`src/rtl/instruction_fetch.sv`:
```
// PC generator and IF/OF pipeline latch for the SimpleRISC pipeline.
// Drives a 1-cycle synchronous instruction memory and registers (pc, instr, valid).
module instruction_fetch #(
   parameter int unsigned   N        = 7,
   parameter logic [N-1:0]  RESET_PC = '0
) (
   input  logic          clka,
   input  logic          rst_n,
   input  logic          stall,
   input  logic          branch_taken,
   input  logic [N-1:0]  branch_target,
   output logic [N-1:0]  imem_addr,
   input  logic [31:0]   imem_data,
   output logic [N-1:0]  if_pc,
   output logic [31:0]   if_instr,
   output logic          if_valid,
   output logic          done,
   output logic [31:0]   fetch_count
);

   typedef enum logic {StFetch, StDone} state_t;

   localparam logic [N-1:0] PcMax = '1;

   state_t       state;
   logic [N-1:0] pc;

   // Next-PC doubles as the memory address, so imem_data always reflects mem[pc].
   // The last address holds rather than wrapping when it is fetched.
   always_comb begin
      imem_addr = pc;
      if (!rst_n) begin
         imem_addr = RESET_PC;
      end else if (branch_taken) begin
         imem_addr = branch_target;
      end else if (stall || state == StDone || pc == PcMax) begin
         imem_addr = pc;
      end else begin
         imem_addr = pc + 1'b1;
      end
   end

   always_ff @(posedge clka) begin
      if (!rst_n) begin
         pc          <= RESET_PC;
         state       <= StFetch;
         if_pc       <= '0;
         if_instr    <= '0;
         if_valid    <= 1'b0;
         fetch_count <= '0;
      end else begin
         pc <= imem_addr;
         if (branch_taken) begin
            if_valid <= 1'b0;
            state    <= StFetch;
         end else if (!stall) begin
            if (state == StFetch) begin
               if_pc       <= pc;
               if_instr    <= imem_data;
               if_valid    <= 1'b1;
               fetch_count <= fetch_count + 32'd1;
               if (pc == PcMax) begin
                  state <= StDone;
               end
            end else begin
               if_valid <= 1'b0;
            end
         end
      end
   end

   assign done = (state == StDone);

endmodule

```
`config.mk`:
```
export PLATFORM = sky130hd
export DESIGN_NAME = instruction_fetch
export DESIGN_NICKNAME = d
export VERILOG_FILES = /design/src/rtl/instruction_fetch.sv
export SDC_FILE = /design/constraint.sdc
export NUM_CORES = 1
export LEC_CHECK = 0
export BUFFER_PORTS_ARGS = -buffer_cell sky130_fd_sc_hd__buf_2
export CORE_ASPECT_RATIO = 0.6
export CORE_MARGIN = 4
export CORE_UTILIZATION = 42
export CTS_CLUSTER_SIZE = 14
export DETAILED_ROUTE_END_ITERATION = 16
export HOLD_SLACK_MARGIN = 0.08
export PLACE_DENSITY_LB_ADDON = 0.25
export SLEW_MARGIN = 30
export SYNTH_ARGS = -nofsm -noshare
export SYNTH_HDL_FRONTEND = slang
export SYNTH_SLANG_ARGS = --single-unit
```
`constraint.sdc`:
```
create_clock -name clka -period 2.2 [get_ports clka]
set_input_delay 0.22 -clock clka [delete_from_list [all_inputs] [get_ports clka]]
set_output_delay 0.22 -clock clka [all_outputs]
set_load 0.02 [all_outputs]
```
==> impl_metrics.csv <==
group,metric,value,unit
outcome,status,"finished, final reports clean",
clock_network,clkLatencyLatePin,0.33,ns
place,portBuffers,122,
setup_path,startpoint_type,"flop",
setup_path,slowest_stage,"or4_4",
die,coreArea,7851,sq um
place,gp_congestion,0.8789,
timing,finalClockSkew,0.006851,ns
job,cap_violations,0,
clock_network,hold_buffers,0,
logic_synthesis,async_reset_ff_share,0,%
final_layout,antenna_cells,0,
setup_path,path_buf_inv,2,
clock_network,path_clk_slew,0.06,ns
timing,maxSlewViolCount,0,
grt,grt_pass1_vias,3134,
logic_synthesis,yosysTopAreaCellShare,47.37,%
setup_path,critical_path_required,1.98,ns
logic_synthesis,ys_types,39,
power,power_density,761.1,nW/um^2
logic_synthesis,synth_compound_area_share,16.17,%
die,die_width,123.8,um
clock_network,numCtsBuffers,9,
logic_synthesis,synthAdderAreaFrac,0.7402,%
setup_path,endpoint_kind,"output pin",
logic_synthesis,yosysMostFrequentCell,"nand2_1",
die,fp-row-count,25,
timing,timing.fmax,462.0,MHz
clock_network,htreeDepth,3,
grt,grt_overflow,0,
timing,finalSetupViolCount,0,
clock_network,cts_root_buf,"clkbuf_16",
routing,drt_iter0_drc,307,
setup_path,crit_chain,"ha_4, nand2_4, o21ai_2, buf_6, or4_4, a31oi_1, buf_4",
grt,grt_max_degree,40,
routing,wl_per_cell,14.82,um
grt,antenna_found_initial,0,
logic_synthesis,synth_top_area_cell,"dfxtp_1",
timing,relSlewSlack,69.45,%
logic_synthesis,muxShareOfSynthArea,1.184,%
logic_synthesis,synthFlopType,"dfxtp_1",
routing,dr.pass1.iters,4,
logic_synthesis,ys_top_cells_by_count,"nand2_1, dfxtp_1, a21oi_1",
logic_synthesis,synth_edf_count,0,
logic_synthesis,synth_simple_gate_area_share,27.61,%
worst_hold_path,hold_path.class,"input pin to flop",
final_layout,num-nets-final,579,
logic_synthesis,synth.area.top_cells,"dfxtp_1, nand2_1, a21oi_1, xor2_1, nand4_1",
die,ioPinCount,123,
logic_synthesis,syn_avg_cell_area,8.127,sq um
power,ir_drop,541.9,uV
place,hpwl,6785,um
clock_network,clockBufferDepth,2,
timing,period_minus_slack,2.164,ns
timing,fin_ws,0.03554,ns
clock_network,cts_sinks,80,
grt,grt_pass1_wl,15660,um
logic_synthesis,syn-num-nets,461,
logic_synthesis,synth_xor_area_share,3.368,%
die,initial_core_util,43.06,%
routing,remaining_drc_errors,0,
final_layout,final_core_util,57.37,%
timing,rsz0062_at_grt,"true",
timing,tightest_slew,0.4578,ns
setup_path,critPathKind,"flop to output pin",
setup_path,slowest_delay,0.42,ns
logic_synthesis,ys_ff_latch,80,
logic_synthesis,yosys_warnings,0,
clock_network,cts_tree,"built",
grt,grt.total_usage,20.21,%
setup_path,cp_top_family,"simple AND/OR/NAND/NOR gates",
logic_synthesis,seq_area_frac_synth,47.37,%
setup_path,crit_fanout,5,
logic_synthesis,synthCells,416,
setup_path,crit_arrival,1.94,ns
logic_synthesis,syn-cell-area,3381,sq um
die,dieArea,9596,sq um
logic_synthesis,synth_top_family_by_area,"simple AND/OR/NAND/NOR gates",
routing,final_antenna_net_count,0,
final_layout,drive_gt1_share,31.35,%
power,p_leak,0.001920,uW
routing,vias,3388,
place,pre_cts_ws,0.1023,ns
setup_path,r2r_setup_slack,0.29,ns
die,die_h,77.50,um
routing,avgViaCountPerCell,5.236,
timing,period_share,98.38,%
final_layout,area.growth.synth_to_final,33.23,%
routing,finalWirelength,9589,um
timing,hold_violations,0,
==> where the power goes <==
part           leakage (uW)  internal [uW]  switching, uW  total (uW)
sequential         0.000654           1490           29.6        1520
combinational       0.00111            113            192         305
clock              0.000153           1000            601        1600
total               0.00192           2610            822        3430
==> registers in the layout, summed over array words and instances, names as in the netlist <==
name,flops
fetch_count,32
if_valid,1
if_pc,7
pc,7
done,1
if_instr,32
==> repair_timing <==
item / 4_1_cts / 5_1_grt
pin swaps: 1 / 4
endpoints found under the setup margin: 4 / 5
resized for setup: 14 / 9
setup buffers: 1 / 3
endpoints found under the hold margin: 0 / 0
==> cells in the final DEF, fill, tap and decap left out, drive strengths merged, types with 2 or more instances in the layout <==
cell and count:
or3 7, xor2 11, nor4 3, buf 134, o2111a 2, nor3 5, nand4 14, a31oi 2
a21oi 65, nand2b 4, o21ai 14, bufinv 2, and3 8, and2 4, and4 3, nand3 11
nor4b 2, clkbuf 10, inv 5, mux2i 4, ha 2, or4 10, nand2 100, o31ai 10
dfxtp 80, nor2 15, xnor2 2
==> tightest hold or removal path, stage by stage <==
cell     delay [ns]
buf_2          0.09
nand2_1        0.04
a21oi_1        0.05
==> final cells by class <==
type                    count  area, sq um
clock inverters             6        90.09
repair buffers            134        709.4
clock buffers              10        229.0
multi-input cells         306         1712
fillers                   773         3347
flip-flops and latches     80         1618
well taps                 108        135.1
inverters                   3        11.26
==> metal layers <==
metal,up-vias,wire (um),track usage (%)
met5,-,0,0
met4,0,55,4.751
met3,4,746,5.025
met2,115,4096,29.92
met1,1567,4690,29.44
li1,1702,-,-
==> logic make-up after synthesis <==
logic type	count (synthesis)
and+or+nand+nor	189
AOI/OAI and AO/OA	98
DFF	80
buffers and inverters	30
xor gates and xnor gates	13
muxes	4
adders and majority gates	2
==> path summary, 6_finish.rpt <==
kind                   from              end  cells past startpoint
max                   pc[1]     imem_addr[5]                      7
max reg2reg  fetch_count[6]  fetch_count[21]                      4
min reg2reg     if_instr[0]      if_instr[0]                      2
min            imem_data[4]      if_instr[4]                      3
==> metrics by stage <==
| stage | TNS (ns) | instances | cell area (sq um) | power (uW) | hold slack, ns |
|---|---|---|---|---|---|
| after global routing | -0.04563 | 647 | 4504 | 3561 | 0.1147 |
| after floorplan | 0 | 416 | 3381 | 1723 | 0.3560 |
| final | 0 | 647 | 4504 | 3428 | 0.1257 |
| after global placement | 0 | 627 | 4083 | 1834 | 0.4385 |
| after CTS | 0 | 644 | 4457 | 3454 | 0.1175 |
| after detailed placement | 0 | 627 | 4083 | 1839 | 0.4435 |
Power figures use the tool's default switching activity.
